**config.mk**
```make
export PLATFORM = sky130hd
export DESIGN_NAME = lsu_unit_flat
export DESIGN_NICKNAME = d
export VERILOG_FILES = /design/src/rtl/lsu_pkg.sv /design/src/rtl/lsu_if.sv /design/src/rtl/lsu_align.sv /design/src/rtl/lsu_unit.sv /design/src/flat_wrapper.sv
export SDC_FILE = /design/constraint.sdc
export NUM_CORES = 1
export LEC_CHECK = 0
export CAP_MARGIN = 20
export CELL_PAD_IN_SITES_DETAIL_PLACEMENT = 1
export CELL_PAD_IN_SITES_GLOBAL_PLACEMENT = 2
export CORE_AREA = 3 3 123 149
export CTS_BUF_LIST = sky130_fd_sc_hd__clkbuf_4
export DETAILED_ROUTE_END_ITERATION = 6
export DIE_AREA = 0 0 126 152
export DONT_BUFFER_PORTS = 1
export HOLD_SLACK_MARGIN = 0.05
export PLACE_DENSITY_LB_ADDON = 0.25
export REMOVE_ABC_BUFFERS = 1
export SLEW_MARGIN = 20
export SYNTH_ARGS = -nofsm -noshare
export SYNTH_HDL_FRONTEND = slang
export SYNTH_SLANG_ARGS = --single-unit
```
**constraint.sdc**
```tcl
create_clock -name clk -period 2.5 [get_ports clk]
set_clock_uncertainty 0.05 [all_clocks]
set_input_delay 0.25 -clock clk [delete_from_list [all_inputs] [get_ports clk]]
set_output_delay 0.25 -clock clk [all_outputs]
set_load 0.1 [all_outputs]
```
**src/rtl/lsu_pkg.sv**
```systemverilog
// Shared definitions for the load/store unit: funct3 codes, FSM states,
// base byte-enable masks and small decode helpers.
package lsu_pkg;

   localparam logic [2:0] F3_B  = 3'b000;
   localparam logic [2:0] F3_H  = 3'b001;
   localparam logic [2:0] F3_W  = 3'b010;
   localparam logic [2:0] F3_BU = 3'b100;
   localparam logic [2:0] F3_HU = 3'b101;

   localparam logic [3:0] BE_B = 4'b0001;
   localparam logic [3:0] BE_H = 4'b0011;
   localparam logic [3:0] BE_W = 4'b1111;

   typedef enum logic [1:0] {IDLE, REQ, DONE} lsu_state_t;

   function automatic logic is_legal(input logic ld, input logic st, input logic [2:0] f3);
      if (ld == st) return 1'b0;
      if (ld) return f3 inside {F3_B, F3_H, F3_W, F3_BU, F3_HU};
      return f3 inside {F3_B, F3_H, F3_W};
   endfunction

   function automatic logic is_misaligned(input logic [2:0] f3, input logic [1:0] lane);
      case (f3[1:0])
         2'b01:   return lane[0];
         2'b10:   return lane != 2'b00;
         default: return 1'b0;
      endcase
   endfunction

   // Clears the lane bits below the natural alignment of the access width.
   function automatic logic [1:0] natural_lane(input logic [2:0] f3, input logic [1:0] lane);
      case (f3[1:0])
         2'b01:   return {lane[1], 1'b0};
         2'b10:   return 2'b00;
         default: return lane;
      endcase
   endfunction

endpackage

```
**src/rtl/lsu_if.sv**
```systemverilog
// Data-memory req/ack port between the load/store unit (master) and memory (slave).
interface lsu_if;
   logic        mem_req;
   logic        mem_we;
   logic [31:0] mem_addr;
   logic [3:0]  mem_be;
   logic [31:0] mem_wdata;
   logic        mem_ack;
   logic [31:0] mem_rdata;

   modport master (
      output mem_req, mem_we, mem_addr, mem_be, mem_wdata,
      input  mem_ack, mem_rdata
   );

   modport slave (
      input  mem_req, mem_we, mem_addr, mem_be, mem_wdata,
      output mem_ack, mem_rdata
   );
endinterface

```
**src/rtl/lsu_align.sv**
```systemverilog
// Combinational lane logic: store byte enables / data replication and
// load byte/halfword extraction with sign or zero extension.
module lsu_align
   import lsu_pkg::*;
(
   input  logic [2:0]  funct3,
   input  logic [1:0]  lane,
   input  logic [31:0] wdata,
   input  logic [31:0] rword,
   output logic [3:0]  be,
   output logic [31:0] wdata_lane,
   output logic [31:0] rdata_ext
);

   logic [31:0] rshift;

   always_comb begin
      be         = BE_W;
      wdata_lane = wdata;
      case (funct3[1:0])
         2'b00: begin
            be         = BE_B << lane;
            wdata_lane = {4{wdata[7:0]}};
         end
         2'b01: begin
            be         = BE_H << lane;
            wdata_lane = {2{wdata[15:0]}};
         end
         default: ;
      endcase
   end

   assign rshift = rword >> {lane, 3'b000};

   always_comb begin
      rdata_ext = rword;
      case (funct3)
         F3_B:    rdata_ext = {{24{rshift[7]}}, rshift[7:0]};
         F3_H:    rdata_ext = {{16{rshift[15]}}, rshift[15:0]};
         F3_BU:   rdata_ext = {24'd0, rshift[7:0]};
         F3_HU:   rdata_ext = {16'd0, rshift[15:0]};
         default: rdata_ext = rword;
      endcase
   end

endmodule

```
**src/rtl/lsu_unit.sv**
```systemverilog
// Multi-cycle load/store unit: req/ack memory port, timeout and illegal-op
// detection. Define LSU_MISALIGN_TRAP_EN to trap misaligned accesses.
module lsu_unit
   import lsu_pkg::*;
#(
   parameter int TIMEOUT = 255,
   parameter int CNT_W   = 16
) (
   input  logic        clk,
   input  logic        rst_n,
   input  logic        start,
   input  logic        op_load,
   input  logic        op_store,
   input  logic [2:0]  funct3,
   input  logic [31:0] addr,
   input  logic [31:0] wdata,
   output logic        stall,
   output logic        done,
   output logic [31:0] rdata,
   output logic        err,
   output logic        misalign,
   lsu_if.master       mem
);

   lsu_state_t state;
   logic [CNT_W-1:0] cnt;
   logic [2:0]       f3_q;
   logic [1:0]       lane_q;

   logic        legal;
   logic        trap_misal;
   logic [1:0]  lane_eff;
   logic [2:0]  al_f3;
   logic [1:0]  al_lane;
   logic [3:0]  be_n;
   logic [31:0] wdata_n;
   logic [31:0] rdata_n;

   assign legal = is_legal(op_load, op_store, funct3);

`ifdef LSU_MISALIGN_TRAP_EN
   assign trap_misal = is_misaligned(funct3, addr[1:0]);
   assign lane_eff   = addr[1:0];
`else
   assign trap_misal = 1'b0;
   assign lane_eff   = natural_lane(funct3, addr[1:0]);
`endif

   // Steering uses the live instruction in IDLE; extraction uses the latched one in REQ.
   assign al_f3   = (state == IDLE) ? funct3   : f3_q;
   assign al_lane = (state == IDLE) ? lane_eff : lane_q;

   lsu_align u_align (
      .funct3     (al_f3),
      .lane       (al_lane),
      .wdata      (wdata),
      .rword      (mem.mem_rdata),
      .be         (be_n),
      .wdata_lane (wdata_n),
      .rdata_ext  (rdata_n)
   );

   assign stall = ((state == IDLE) && start) || (state == REQ);

   always_ff @(posedge clk) begin
      if (!rst_n) begin
         state         <= IDLE;
         cnt           <= '0;
         f3_q          <= '0;
         lane_q        <= '0;
         done          <= 1'b0;
         err           <= 1'b0;
         misalign      <= 1'b0;
         rdata         <= '0;
         mem.mem_req   <= 1'b0;
         mem.mem_we    <= 1'b0;
         mem.mem_addr  <= '0;
         mem.mem_be    <= '0;
         mem.mem_wdata <= '0;
      end else begin
         done <= 1'b0;
         case (state)
            IDLE: begin
               if (start) begin
                  err      <= 1'b0;
                  misalign <= 1'b0;
                  rdata    <= '0;
                  if (!legal) begin
                     state <= DONE;
                     done  <= 1'b1;
                     err   <= 1'b1;
                  end else if (trap_misal) begin
                     state    <= DONE;
                     done     <= 1'b1;
                     misalign <= 1'b1;
                  end else begin
                     state         <= REQ;
                     cnt           <= '0;
                     f3_q          <= funct3;
                     lane_q        <= lane_eff;
                     mem.mem_req   <= 1'b1;
                     mem.mem_we    <= op_store;
                     mem.mem_addr  <= {addr[31:2], 2'b00};
                     mem.mem_be    <= be_n;
                     mem.mem_wdata <= wdata_n;
                  end
               end
            end
            REQ: begin
               // An ack in the final counted cycle still wins over the timeout.
               if (mem.mem_ack) begin
                  state       <= DONE;
                  done        <= 1'b1;
                  mem.mem_req <= 1'b0;
                  if (!mem.mem_we) rdata <= rdata_n;
               end else if (cnt == CNT_W'(TIMEOUT)) begin
                  state       <= DONE;
                  done        <= 1'b1;
                  err         <= 1'b1;
                  rdata       <= '0;
                  mem.mem_req <= 1'b0;
               end else begin
                  cnt <= cnt + 1'b1;
               end
            end
            DONE:    state <= IDLE;
            default: state <= IDLE;
         endcase
      end
   end

endmodule
```
**src/flat_wrapper.sv**
```systemverilog
// flat-port wrapper written by rule: the top's interface ports become plain ports
module lsu_unit_flat import lsu_pkg::*;
#(
   parameter int TIMEOUT = 255,
   parameter int CNT_W   = 16
)
  (clk, rst_n, start, op_load, op_store, funct3, addr, wdata, stall, done, rdata, err, misalign, mem_mem_req, mem_mem_we, mem_mem_addr, mem_mem_be, mem_mem_wdata, mem_mem_ack, mem_mem_rdata);
  lsu_if mem_i ();
  input  logic clk;
  input  logic rst_n;
  input  logic start;
  input  logic op_load;
  input  logic op_store;
  input  logic [2:0] funct3;
  input  logic [31:0] addr;
  input  logic [31:0] wdata;
  output logic stall;
  output logic done;
  output logic [31:0] rdata;
  output logic err;
  output logic misalign;
  output wire logic [$bits(mem_i.mem_req)-1:0] mem_mem_req;
  output wire logic [$bits(mem_i.mem_we)-1:0] mem_mem_we;
  output wire logic [$bits(mem_i.mem_addr)-1:0] mem_mem_addr;
  output wire logic [$bits(mem_i.mem_be)-1:0] mem_mem_be;
  output wire logic [$bits(mem_i.mem_wdata)-1:0] mem_mem_wdata;
  input wire logic [$bits(mem_i.mem_ack)-1:0] mem_mem_ack;
  input wire logic [$bits(mem_i.mem_rdata)-1:0] mem_mem_rdata;
  assign mem_mem_req = mem_i.mem_req;
  assign mem_mem_we = mem_i.mem_we;
  assign mem_mem_addr = mem_i.mem_addr;
  assign mem_mem_be = mem_i.mem_be;
  assign mem_mem_wdata = mem_i.mem_wdata;
  assign mem_i.mem_ack = mem_mem_ack;
  assign mem_i.mem_rdata = mem_mem_rdata;
  lsu_unit #(.TIMEOUT(TIMEOUT), .CNT_W(CNT_W)) u_core (.clk(clk), .rst_n(rst_n), .start(start), .op_load(op_load), .op_store(op_store), .funct3(funct3), .addr(addr), .wdata(wdata), .stall(stall), .done(done), .rdata(rdata), .err(err), .misalign(misalign), .mem(mem_i));
endmodule
```
After elaboration in Yosys (flattened, before gate mapping)
Index checks and enable logic that the tools add are counted.
{"block": "totals", "output_inout_bits": 106, "wordCells": 93, "inputBits": 105, "reg_bits": 125}
{"block": "op_classes", "shifts": 3, "n_eq_ne": 20, "n_reduce_logical": 15, "n_mux": 42, "add_sub_neg": 1}
{"operator": "two-way mux 32 bit", "count": 4}
{"operator": "case mux 32 bit (2 select lines)", "count": 2}
{"operator": "case mux 32 bit (4 select lines)", "count": 1}
{"operator": "two-way mux 16 bit", "count": 4}
{"operator": "case mux 16 bit (2 select lines)", "count": 1}
{"operator": "right shift 32 x 5 -> 16 bit", "count": 1}
{"operator": "two-way mux 1 bit", "count": 18}
{"operator": "adder 16 x 1 -> 16 bit (second input constant)", "count": 1}
{"operator": "equality test 16 x 8 -> 1 bit (second input constant)", "count": 1}
{"operator": "equality test 3 bit (second input constant)", "count": 4}
{"operator": "AND reduction 4 bit", "count": 3}
{"operator": "two-way mux 2 bit", "count": 5}
{"operator": "!= test 2 bit (second input constant)", "count": 4}
{"operator": "case mux 2 bit (2 select lines)", "count": 2}
{"operator": "case mux 4 bit (2 select lines)", "count": 1}
{"operator": "equality test 2 x 1 -> 1 bit (second input constant)", "count": 3}
{"operator": "equality test 3 x 1 -> 1 bit (second input constant)", "count": 2}
{"operator": "zero test 3 bit", "count": 2}
{"operator": "!= test 3 bit (second input constant)", "count": 2}
{"operator": "case mux 1 bit (2 select lines)", "count": 3}
{"operator": "AND reduction 5 bit", "count": 1}
{"operator": "nonzero test 5 bit", "count": 1}
{"operator": "zero test 2 bit", "count": 2}
{"operator": "<< shifter 1 x 2 -> 4 bit (first input constant)", "count": 1}
{"operator": "other kinds (12)", "count": 12}

Logic depth before layout (Yosys ltp)
Gate-level depths: netlist of run 1.
{"block": "logic_depth", "ltp_word": 8, "mapped_depth": 9, "ltp_nobuf": 7}

Modules after synthesis
From an unflattened synthesis of run 1, not the netlist that was laid out.
{"block": "hier_totals", "hier_cells": 841, "hier_area_um2": 7001.7}
{"mod": "lsu_unit", "cells_per_inst": 645, "seq_area_each_um2": 2502.4, "area_each_um2": 5641.7, "n_inst": 1}
{"mod": "lsu_align", "cells_per_inst": 196, "seq_area_each_um2": 0.0, "area_each_um2": 1360.1, "n_inst": 1}

Worst setup path before layout of run 1
No wires, ideal clock.
{"block": "synth_timing", "kind": "reg2reg", "start": "register u_core.mem.mem_we", "end": "register u_core.rdata[23]", "t_required_ns": 2.354, "arrival_time_ns": 2.125, "stages_incl_launch_ff": 7, "slack_ns": 0.230, "path_buffers": 1, "period_less_slack_ns": 2.270, "setup_ns": 0.096, "path_cell_list": "dfxtp_1 > and3_1 > o32ai_1 > a211oi_2 > clkbuf_1 > nand2_1 > o311ai_1"}
{"block": "synth_via", "elab_chain_len": 2}
{"element": "from (decl)", "line": "lsu_if.sv:12", "rtl": "output mem_req, mem_we, mem_addr, mem_be, mem_wdata,"}
{"element": "from (signal assigned)", "line": "lsu_unit.sv:102", "rtl": "mem.mem_we <= op_store;"}
{"element": "!= test 3 bit (no line)"}
{"element": "AND reduction 4 bit (no line)"}
{"element": "to (signal assigned)", "line": "lsu_unit.sv:115", "rtl": "if (!mem.mem_we) rdata <= rdata_n;"}
{"element": "to (decl)", "line": "lsu_unit.sv:19", "rtl": "output logic [31:0] rdata,"}
Every way passes these cells.
A chain may end at the register's enable or synchronous reset.

Worst setup path after layout of run 1
{"block": "layout_timing", "start": "register u_core.state[1]", "end": "register u_core.mem.mem_wdata[27]"}
{"block": "layout_via", "elab_chain_len": 4, "word_cells_on_any_way": 6, "classes_between": "eq/ne: 1; mux: 2; reduce/logical: 3"}
{"element": "from (decl)", "line": "lsu_unit.sv:25", "rtl": "lsu_state_t state;"}
{"element": "from (signal assigned)", "line": "lsu_unit.sv:67", "rtl": "state <= IDLE;"}
{"element": "from (signal assigned)", "line": "lsu_unit.sv:89", "rtl": "state <= DONE;"}
{"element": "from (signal assigned)", "line": "lsu_unit.sv:93", "rtl": "state <= DONE;"}
{"element": "zero test 2 bit *", "line": "lsu_unit.sv:50, lsu_unit.sv:82"}
{"element": "two-way mux 3 bit", "line": "lsu_unit.sv:50", "rtl": "assign al_f3 = (state == IDLE) ? funct3 : f3_q;"}
{"element": "equality test 2 x 1 -> 1 bit / zero test 2 bit (equally long branches)", "line": "lsu_align.sv:20", "rtl": "case (funct3[1:0])"}
{"element": "case mux 32 bit (2 select lines)", "line": "lsu_align.sv:20"}
{"element": "to (signal assigned)", "line": "lsu_unit.sv:105", "rtl": "mem.mem_wdata <= wdata_n;"}
{"element": "to (decl)", "line": "lsu_if.sv:12"}
Mark *: on every way between the ends. The rest lies on a longest branch, timed or not.

==> results of run 1 <==
[metrics by stage]
stage	cells	power, mW	TNS, ns	cell area (um^2)
after global routing	1167	4.875	0	8526
after CTS	1166	4.687	0	8526
final	1168	4.651	0	8528
after global placement	1032	3.177	0	7243
after detailed placement	1032	3.201	0	7243
after floorplan	688	2.898	-75.29	5916
[power groups by stage]
stage               combinational [mW]  sequential, mW  clock [mW]
finish                            1.24            2.10        1.31
global route                      1.31            2.10        1.46
CTS                               1.23            2.10        1.36
detailed placement                1.06            2.14           0
global placement                  1.04            2.14           0
floorplan                        0.398            2.50           0
[final cells by class]
type	count	area, um^2
fillers	1996	8388
multi-input cells	549	3407
flip-flops and latches	125	2505
repair buffers	231	2037
well taps	216	270.3
clock buffers	17	127.6
clock inverters	14	123.9
inverters	14	52.55
diodes	2	5.005
[worst max-delay path, delay by kind of cell, from the launching register on]
family                 cells  cell delay [ns]
AND/OR/NAND/NOR            1             0.58
flip-flops                 1             0.41
buffers and inverters      2             0.83
AO/OA/AOI/OAI              3             0.39
[per-layer routing]
metal,vias to the layer above,share of wire,track usage
met3,58,0.076,0.08989
met4,2,0.028,0.09964
met1,3207,0.39,0.2787
li1,3102,-,-
met2,255,0.51,0.4380
met5,-,0.00053,0
[flip-flops by register name, summed over array words and instances (netlist names)]
register              count
u_core.cnt               16
u_core.lane_q             2
u_core.done               1
u_core.mem.mem_req        1
u_core.mem.mem_we         1
u_core.mem.mem_addr      30
u_core.f3_q               3
u_core.mem.mem_be         4
u_core.err                1
u_core.state              2
u_core.rdata             32
u_core.mem.mem_wdata     32
[repair_timing]
action / in CTS / in global routing
resized for setup: 0 / 2
endpoints found under the hold margin: 117 / 0
endpoints found under the setup margin: 0 / 3
hold buffers: 103 / 0
[cell families after synthesis]
kind of cell             synth area share
flip-flops                         0.4023
AO/OA/AOI/OAI                      0.2902
AND/OR/NAND/NOR                    0.2154
other                           0.0006028
buffers and inverters             0.05873
multiplexers                      0.01770
XOR/XNOR                         0.007041
adder cells (fa/ha/maj)          0.008045
[layout by cell type (no fill, tap or decap), types with 3 or more instances in the layout]
master and count:
a31oi_1 17, ha_1 4, o31ai_1 3, nand4_1 13
mux2i_1 11, clkinvlp_4 6, nand2b_1 5, or4_1 3
a2bb2oi_1 7, inv_1 13, or3_1 3, a22oi_1 8
a311oi_1 8, nor4_1 5, nor3_1 8, buf_12 4
a32oi_1 7, nor2_1 20, nand2_1 167, a21o_1 3
or2_2 6, xnor2_1 3, a21oi_1 61, clkinv_4 3
conb_1 3, o211ai_2 11, o211ai_1 29, o221ai_1 7
dlygate4sd3_1 102, a211oi_1 5, nand3_1 21, nor2b_1 3
buf_4 124, o21a_1 3, o2111ai_1 3, clkbuf_4 17
and3_1 3, dfxtp_1 123, o21ai_0 42, o21ai_2 3
[worst max-delay path by stage]
stage | endpoint | depth (start not counted) | start
2_1_floorplan | u_core.cnt[8] | 5 | u_core.state[1]
3_3_place_gp | u_core.rdata[6] | 6 | u_core.state[0]
3_5_place_dp | u_core.cnt[4] | 7 | funct3[1]
4_1_cts | u_core.rdata[14] | 7 | rst_n
5_1_grt | u_core.mem.mem_wdata[27] | 6 | u_core.state[1]
6_report | u_core.mem.mem_wdata[27] | 6 | u_core.state[1]
==> metrics.csv, run 1 <==
stage,metric,value,unit
clock_tree,CTS buffer count,17,
sta,Hold Slack,0.1286,ns
min_path,hold endpoint,u_core.rdata[31],
worst_setup_path,worst r2r src,u_core.state[1],
worst_setup_path,Startpoint Class,register,
clock_tree,H-Tree Depth,4,
worst_setup_path,FF-to-FF End,u_core.mem.mem_wdata[27],
outcome,status,completed,
power_and_ir_drop,sw power,1.752,mW
clock_tree,Worst-path clk slew,0.13,ns
worst_setup_path,cells along the critical path,or4b_4 -> o21ai_2 -> buf_4 -> a22oi_1 -> dlygate4sd3_1 -> a31oi_1,
drt,drt drc,0,
placement,routability cong.,0.8646,
worst_setup_path,Reg2Reg Setup Slack,0.16,ns
worst_setup_path,critical path class,register to register,
die,io pins,211,
power_and_ir_drop,pwr/cell area,545.3,nW/um^2
sta,Max-slew headroom,0.3406,
sta,setup violators final,0,
cells_and_area,nets@finish,1047,
yosys,post-synth top area share,0.4023,
cells_and_area,synthesis-to-finish area growth,37.09,%
global_route,largest net degree at the start of global routing,56,
worst_setup_path,worst path required time,2.94,ns
yosys,ranking of synthesized cells by area,"dfxtp_1 (40%), nand2_1 (10%), a21oi_1 (4.9%)",
cells_and_area,Final Core Density,0.5041,
drt,via/cell ratio,5.671,
power_and_ir_drop,leak pwr,3.294,nW
power_and_ir_drop,Clk pwr share,0.282,
sta,Final WS setup,0.1638,ns
yosys,async set-reset flop share out of synthesis,0,
run,max cap viols,0,
yosys,Ys Warns,0,
yosys,Post-synth EDFFs,0,
cells_and_area,layout cells sized above 1,0.2211,
power_and_ir_drop,Flop pwr share,0.451,
min_path,hold depth,2,
clock_tree,TritonCTS clock tree,built,
min_path,hold path start,mem_mem_ack,
min_path,HP Class,primary input to register,
clock_tree,clk root buf,clkbuf_4,
die,Core ar.,16920,um^2
worst_setup_path,critical path's largest stage delay,0.59,ns
yosys,top_reg_cell synth,dfxtp_1,
die,Initial Util,0.3678,
clock_tree,post-CTS setup buffers,0,
sta,fin. max-slew vios,0,
clock_tree,Worst-Skew Late Latency,0.56,ns
power_and_ir_drop,Comb pwr share,0.267,
sta,fin crit period,2.336,ns
die,die width,126,um
die,DIE HEIGHT,152,um
sta,Fin. Hold Viols,0,
placement,# port buffers,0,
drt,DR pass1 iterations,7,
global_route,first-pass GRT wire length,39080,um
yosys,"Seq/Total Area, Yosys",0.4023,
yosys,Synth Area per Inst,8.339,um^2
placement,HPWL Detailed,16250,um
power_and_ir_drop,Worst VDD drop,0.0003418,V
die,die area,19150,um^2
yosys,Synth top cells by count,"nand2_1 (168), dfxtp_1 (125), a21oi_1 (61)",
drt,WL/cell,20.86,um
worst_setup_path,largest fanout on the critical path,12,
global_route,initial antenna violation count,2,
yosys,Cells after Synth,746,
sta,Slew @ Worst Pin,0.9878,ns
yosys,Synth Cell Area,6221,um^2
clock_tree,CTS Buffer Depth,2,
power_and_ir_drop,Sw Share,0.3767,
sta,Max Fclk,0.4281,GHz
yosys,synth unique cells,77,
yosys,Synth area leader,dfxtp_1,
clock_tree,clock sinks,125,
worst_setup_path,Critical-path top delay cell,dlygate4sd3_1,
placement,pre-CTS WS,0.1103,ns
yosys,"FF+latch count, synth",125,
sta,RSZ-0062 raised after global routing,false,
global_route,GRT Total Usage,0.2518,
die,Row Count,52,
drt,DR iter-0 viols,343,
worst_setup_path,capturing element type of the critical path,register,
sta,Tcrit/Tclk final,0.9345,
yosys,most numerous cell in the Yosys netlist,nand2_1,
drt,Post-DRT Antenna Nets,0,
drt,DR vias,6624,
worst_setup_path,Worst R2R Path Depth,6,
global_route,number of global-route vias before repair,7361,
power_and_ir_drop,Internal Dissipation,2.899,mW
drt,DRT Wirelength,24370,um
global_route,total gr overflow,0,
worst_setup_path,Worst EP arrival,2.77,ns
Power figures use the tool's default switching activity.
==> run 2, diff against run 1 <==
--- a/config.mk
+++ b/config.mk
@@ -8,10 +8,10 @@
 export CAP_MARGIN = 20
 export CELL_PAD_IN_SITES_DETAIL_PLACEMENT = 1
 export CELL_PAD_IN_SITES_GLOBAL_PLACEMENT = 2
-export CORE_AREA = 3 3 123 149
+export CORE_AREA = 3 3 134 136
 export CTS_BUF_LIST = sky130_fd_sc_hd__clkbuf_4
 export DETAILED_ROUTE_END_ITERATION = 6
-export DIE_AREA = 0 0 126 152
+export DIE_AREA = 0 0 137 139
 export DONT_BUFFER_PORTS = 1
 export HOLD_SLACK_MARGIN = 0.05
 export PLACE_DENSITY_LB_ADDON = 0.25
==> run 2 against run 1 <==
Net effect:
- sequential power hardly changed
- wire length up 1.4%
- first-iteration DRC count is 9.0% lower
- count of clock-buffer cells in the layout stayed put
- setup slack got worse by 0.073 ns
- worst hold slack worse by 0.037 ns
- flip-flop and latch count unchanged
- non-clock buffer count rose by 12
- largest cell class unchanged
- largest power group unchanged
==> metrics.csv, run 2 (synthesized netlist as in run 1, its figures left out) <==
stage,metric,value,unit,change
drt,DRT Wirelength,24710,um,+1.4%
clock_tree,clock sinks,125,,unchanged
drt,DR vias,6729,,+1.6%
sta,Max-slew headroom,0.3285,,-0.01203
power_and_ir_drop,Sw Share,0.3603,,-0.01636
sta,RSZ-0062 raised after global routing,true,,
cells_and_area,synthesis-to-finish area growth,40.57,%,
clock_tree,Worst-Skew Late Latency,0.55,ns,about the same
power_and_ir_drop,sw power,1.827,mW,+4.3%
clock_tree,CTS buffer count,17,,unchanged
sta,Fin. Hold Viols,0,,unchanged
die,io pins,211,,unchanged
power_and_ir_drop,Tot Pwr,5.071,mW,+9.0%
cells_and_area,nets@finish,1059,,+1.1%
clock_tree,clk root buf,clkbuf_4,,
power_and_ir_drop,Internal Dissipation,3.244,mW,+12%
sta,fin crit period,2.409,ns,+0.07258 ns
cells_and_area,Final Non-Filler Cells,1189,,+1.8%
outcome,status,completed,,
cells_and_area,Final Core Density,0.5127,,+0.008549
clock_tree,CTS Buffer Depth,2,,unchanged
cells_and_area,FF/Latch Area,2502,um^2,about the same
min_path,HP Class,primary input to register,,
worst_setup_path,worst path required time,2.93,ns,about the same
drt,WL/cell,20.78,um,-0.39%
power_and_ir_drop,Clk pwr share,0.338,,+0.056
sta,Tcrit/Tclk final,0.9635,,+0.02903
worst_setup_path,largest fanout on the critical path,8,,-4
placement,pre-CTS WS,0.1637,ns,+0.05340 ns
clock_tree,TritonCTS clock tree,built,,
die,die area,19040,um^2,-0.57%
power_and_ir_drop,Flop pwr share,0.410,,-0.041
run,max cap viols,0,,unchanged
die,Initial Util,0.3647,,-0.003021
drt,DR pass1 iterations,4,,-3
drt,via/cell ratio,5.659,,-0.21%
cells_and_area,layout cells sized above 1,0.2274,,+0.006362
die,Row Count,48,,-7.7%
global_route,GRT Total Usage,0.2554,,+0.003537
drt,drt drc,0,,unchanged
worst_setup_path,capturing element type of the critical path,register,,
power_and_ir_drop,Worst VDD drop,0.0002991,V,-12%
global_route,total gr overflow,0,,unchanged
drt,DR iter-0 viols,312,,-9.0%
die,DIE HEIGHT,139,um,-8.6%
placement,HPWL Detailed,15880,um,-2.3%
global_route,initial antenna violation count,1,,-1
clock_tree,H-Tree Depth,4,,unchanged
global_route,first-pass GRT wire length,38540,um,-1.4%
die,die width,137,um,+8.7%
worst_setup_path,Startpoint Class,register,,
sta,Final WS setup,0.09126,ns,-0.07258 ns
sta,setup tns final,0,ns,unchanged
power_and_ir_drop,leak pwr,3.416,nW,+3.7%
worst_setup_path,critical path class,register to register,,
cells_and_area,area occupied by multi-input gates,3421,um^2,+0.40%
worst_setup_path,Worst EP arrival,2.84,ns,+0.07 ns
drt,Post-DRT Antenna Nets,0,,unchanged
placement,# port buffers,0,,unchanged
power_and_ir_drop,pwr/cell area,579.9,nW/um^2,+6.3%
sta,setup violators final,0,,unchanged
power_and_ir_drop,Comb pwr share,0.252,,-0.015
sta,fin. max-slew vios,0,,unchanged
cells_and_area,filler cell count,1982,,-0.70%
die,Core ar.,17060,um^2,+0.83%
sta,Max Fclk,0.4152,GHz,-3.0%
clock_tree,Worst-path clk slew,0.13,ns,about the same
sta,Slew @ Worst Pin,1.006,ns,+0.01802 ns
cells_and_area,most frequent cells in the layout,"nand2_1 (167), buf_4 (132), dfxtp_1 (125)",,
placement,routability cong.,0.8754,,+1.2%
cells_and_area,top flop regs,"u_core.mem.mem_wdata: 32 flops, u_core.rdata: 32 flops, u_core.mem.mem_addr: 30 flops",,
global_route,number of global-route vias before repair,7320,,-0.56%
global_route,largest net degree at the start of global routing,53,,-5.4%
placement,placed cell count,1045,,+1.3%
cells_and_area,"commonest non-fill, non-tap cell in the layout",nand2_1,,
-- run 2: worst paths after layout --
check | startpoint | slack, ns | to | cells after the start
setup reg to reg | u_core.state[1] | 0.09 | u_core.mem.mem_wdata[26] | 7
hold reg to reg | u_core.rdata[4] | 0.41 | u_core.rdata[4] | 2
setup / recovery | u_core.state[1] | 0.09 | u_core.mem.mem_wdata[26] | 7
hold / removal | op_store | 0.09 | u_core.mem.mem_we | 4
-- run 2: critical path: stages, from the launching register on --
cell           delay [ns]
dfxtp_1              0.36
buf_4                0.18
or4b_4               0.57
o21ai_4              0.12
buf_6                0.18
a22oi_1              0.07
dlygate4sd3_1        0.60
a31oi_1              0.21
-- run 2: cell type report --
class	instances	share of cell area
Inverter	14	0.006009
Clock inverter	15	0.02432
Clock buffer	17	0.01459
Timing Repair Buffer	243	0.2452
Sequential cell	125	0.2862
Tap cell	225	0.03219
Multi-Input combinational cell	549	0.3912
Antenna cell	1	0.0002862
-- run 2: metal layers --
metal / routed length [um] / up-vias / global-route usage
li1: - / 3136 / -
met1: 9635 / 3311 / 0.2873
met2: 12630 / 222 / 0.4482
met3: 1648 / 60 / 0.07221
met4: 794 / 0 / 0.1045
met5: 0 / - / 0
-- run 2: through the flow --
step	hold WS, ns	cell area [um^2]
floorplan	0.3357	5916
global placement	0.3372	7272
detailed placement	0.3440	7272
CTS	0.05978	8683
global route	0.05054	8745
finish	0.09171	8745
-- run 2: timing repair --
item,in CTS,in global routing
endpoints found under the hold margin,116,0
resized for setup,0,4
setup buffers,0,5
setup endpoints to repair,0,3
hold buffers,106,0
-- run 2: power by group through the flow --
stage	clock [mW]	combinational (mW)	sequential (mW)
after floorplan	0	0.398	2.50
after global placement	0	1.06	2.12
after detailed placement	0	1.08	2.12
after CTS	1.76	1.25	2.08
after global routing	1.85	1.35	2.09
final	1.71	1.28	2.08
==> run 3, diff against run 2 <==
--- a/config.mk
+++ b/config.mk
@@ -8,10 +8,10 @@
 export CAP_MARGIN = 20
 export CELL_PAD_IN_SITES_DETAIL_PLACEMENT = 1
 export CELL_PAD_IN_SITES_GLOBAL_PLACEMENT = 2
-export CORE_AREA = 3 3 134 136
+export CORE_AREA = 3 3 138 140
 export CTS_BUF_LIST = sky130_fd_sc_hd__clkbuf_4
 export DETAILED_ROUTE_END_ITERATION = 6
-export DIE_AREA = 0 0 137 139
+export DIE_AREA = 0 0 141 143
 export DONT_BUFFER_PORTS = 1
 export HOLD_SLACK_MARGIN = 0.05
 export PLACE_DENSITY_LB_ADDON = 0.25
==> run 3 against run 2 <==
Net effect:
- combinational power barely moved
- first-iteration DRC count rose by 8.0%
- worst hold slack improved by 0.0059 ns
- largest power group unchanged
- highest routed layer unchanged
==> metrics.csv, run 3 (synthesized netlist as in run 1, its figures left out) <==
stage,metric,value,unit,change
outcome,status,completed,,
cells_and_area,nets@finish,1055,,-0.38%
die,die width,141,um,+2.9%
placement,routability cong.,0.8513,,-2.8%
sta,Final WS setup,0.2074,ns,+0.1162 ns
clock_tree,TritonCTS clock tree,built,,
sta,fin crit period,2.293,ns,-0.1162 ns
clock_tree,H-Tree Depth,4,,unchanged
clock_tree,post-CTS setup buffers,0,,unchanged
cells_and_area,post-layout instance area,8637,um^2,-1.2%
power_and_ir_drop,Worst VDD drop,0.0002854,V,-4.6%
die,io pins,211,,unchanged
clock_tree,Worst-Skew Late Latency,0.56,ns,about the same
drt,met1 wire length,9894,um,+2.7%
die,Row Count,49,,+2.1%
drt,DRT Wirelength,24910,um,+0.80%
sta,Fin. Hold Viols,0,,unchanged
drt,drt drc,0,,unchanged
worst_setup_path,Startpoint Class,register,,
sta,Max Fclk,0.4362,GHz,+5.1%
drt,Post-DRT Antenna Nets,0,,unchanged
drt,DR iter-0 viols,337,,+8.0%
sta,Tcrit/Tclk final,0.9170,,-0.04647
drt,via/cell ratio,5.639,,-0.36%
power_and_ir_drop,leak pwr,3.362,nW,-1.6%
drt,met3 WL,1393,um,-15%
drt,uppermost layer routed,met4,,
global_route,GRT Total Usage,0.2426,,-0.01272
placement,"Cell Area, Placed",7331,um^2,+0.81%
die,die area,20160,um^2,+5.9%
cells_and_area,synthesis-to-finish area growth,38.84,%,
global_route,total gr overflow,0,,unchanged
sta,RSZ-0062 raised after global routing,false,,
global_route,largest net degree at the start of global routing,60,,+13%
global_route,number of global-route vias before repair,7075,,-3.3%
min_path,HP Class,primary input to register,,
placement,pre-CTS WS,0.2172,ns,+0.05359 ns
placement,HPWL Detailed,16290,um,+2.6%
power_and_ir_drop,pwr/cell area,555.8,nW/um^2,-4.1%
worst_setup_path,critical path class,register to register,,
drt,WL/cell,20.95,um,+0.80%
drt,DR vias,6705,,-0.36%
clock_tree,Worst-path clk slew,0.14,ns,about the same
clock_tree,clk root buf,clkbuf_4,,
run,max cap viols,0,,unchanged
cells_and_area,filler cell count,2129,,+7.4%
die,Core ar.,17960,um^2,+5.3%
global_route,initial antenna violation count,1,,unchanged
worst_setup_path,capturing element type of the critical path,register,,
placement,# port buffers,0,,unchanged
sta,fin. max-slew vios,0,,unchanged
die,Initial Util,0.3463,,-0.01842
sta,setup violators final,0,,unchanged
worst_setup_path,worst path required time,2.91,ns,-0.02 ns
worst_setup_path,largest fanout on the critical path,24,,+16
cells_and_area,layout cells sized above 1,0.2263,,-0.001137
clock_tree,CTS Buffer Depth,2,,unchanged
drt,DR pass1 iterations,5,,+1
sta,Slew @ Worst Pin,0.9957,ns,-0.01015 ns
drt,WL met2,12710,um,+0.66%
worst_setup_path,Worst EP arrival,2.70,ns,-0.14 ns
global_route,first-pass GRT wire length,38940,um,+1.1%
clock_tree,clock sinks,125,,unchanged
cells_and_area,"commonest non-fill, non-tap cell in the layout",nand2_1,,
cells_and_area,top flop regs,"u_core.mem.mem_wdata: 32 flops, u_core.rdata: 32 flops, u_core.mem.mem_addr: 30 flops",,
cells_and_area,Final Core Density,0.4808,,-0.03188
sta,Max-slew headroom,0.3353,,+0.006779
cells_and_area,most frequent cells in the layout,"nand2_1 (167), buf_4 (131), dfxtp_1 (125)",,
clock_tree,CTS buffer count,17,,unchanged
die,DIE HEIGHT,143,um,+2.9%
[run 3: changes by cell type in the layout (fill, tap and decap cells not counted), moves of 2 or more]
| cell | delta |
|---|---|
| clkinvlp_4 | +3 |
| clkinv_4 | -4 |
| inv_8 | +2 |
| inv_6 | +2 |
| dlygate4sd3_1 | -3 |
| bufinv_16 | -3 |
| buf_6 | -2 |
[run 3: critical path, stage by stage, from the launching register on]
cell and delay [ns]:
dfxtp_1 0.44, buf_4 0.23, nor2_4 0.29, o21ai_2 0.16
a311oi_2 0.30, buf_4 0.33, o21ai_0 0.15, o311ai_1 0.23
[run 3: final timing paths]
check                          startpoint                      end  slack (ns)  depth (start not counted)
setup / recovery          u_core.state[1]         u_core.rdata[31]        0.21                          7
hold / removal          mem_mem_rdata[18]          u_core.rdata[2]         0.1                          4
setup reg to reg          u_core.state[1]         u_core.rdata[31]        0.21                          7
hold reg to reg   u_core.mem.mem_addr[13]  u_core.mem.mem_addr[13]        0.42                          2
[run 3: area by class of cell]
class,count,area [um^2],area share
antenna,1,2.502,0.0002897
inverter,14,52.55,0.006084
clock inverter,15,150.1,0.01738
clock buffer,17,127.6,0.01478
sequential,125,2502,0.2897
multi-input combinational,549,3406,0.3943
timing repair buffer,239,2110,0.2442
tap,229,286.5,0.03317
[run 3: repair_timing]
action,4_1_cts,5_1_grt
resized for setup,0,0
hold endpoints to repair,115,0
endpoints found under the setup margin,0,0
hold buffers,103,0
[run 3: metrics by stage]
step	hold slack, ns	power [mW]	cells	TNS, ns
3_3_place_gp	0.3385	3.192	1053	0
4_1_cts	0.05058	4.834	1188	0
6_report	0.09758	4.801	1189	0
3_5_place_dp	0.3447	3.216	1053	0
5_1_grt	0.1260	5.005	1189	0
2_1_floorplan	0.3357	2.898	688	-75.29
[run 3: power by group]
group          leakage (nW)  internal, mW  switching (mW)  total, mW
Combinational          2.21         0.378           0.888       1.27
Clock                 0.139         0.524           0.926       1.45
Sequential             1.01          2.05          0.0365       2.08
[run 3: per-layer routing]
layer,track usage,vias up
met5,0,-
met4,0.1035,0
met3,0.05559,71
met2,0.4239,249
met1,0.2866,3265
li1,-,3120
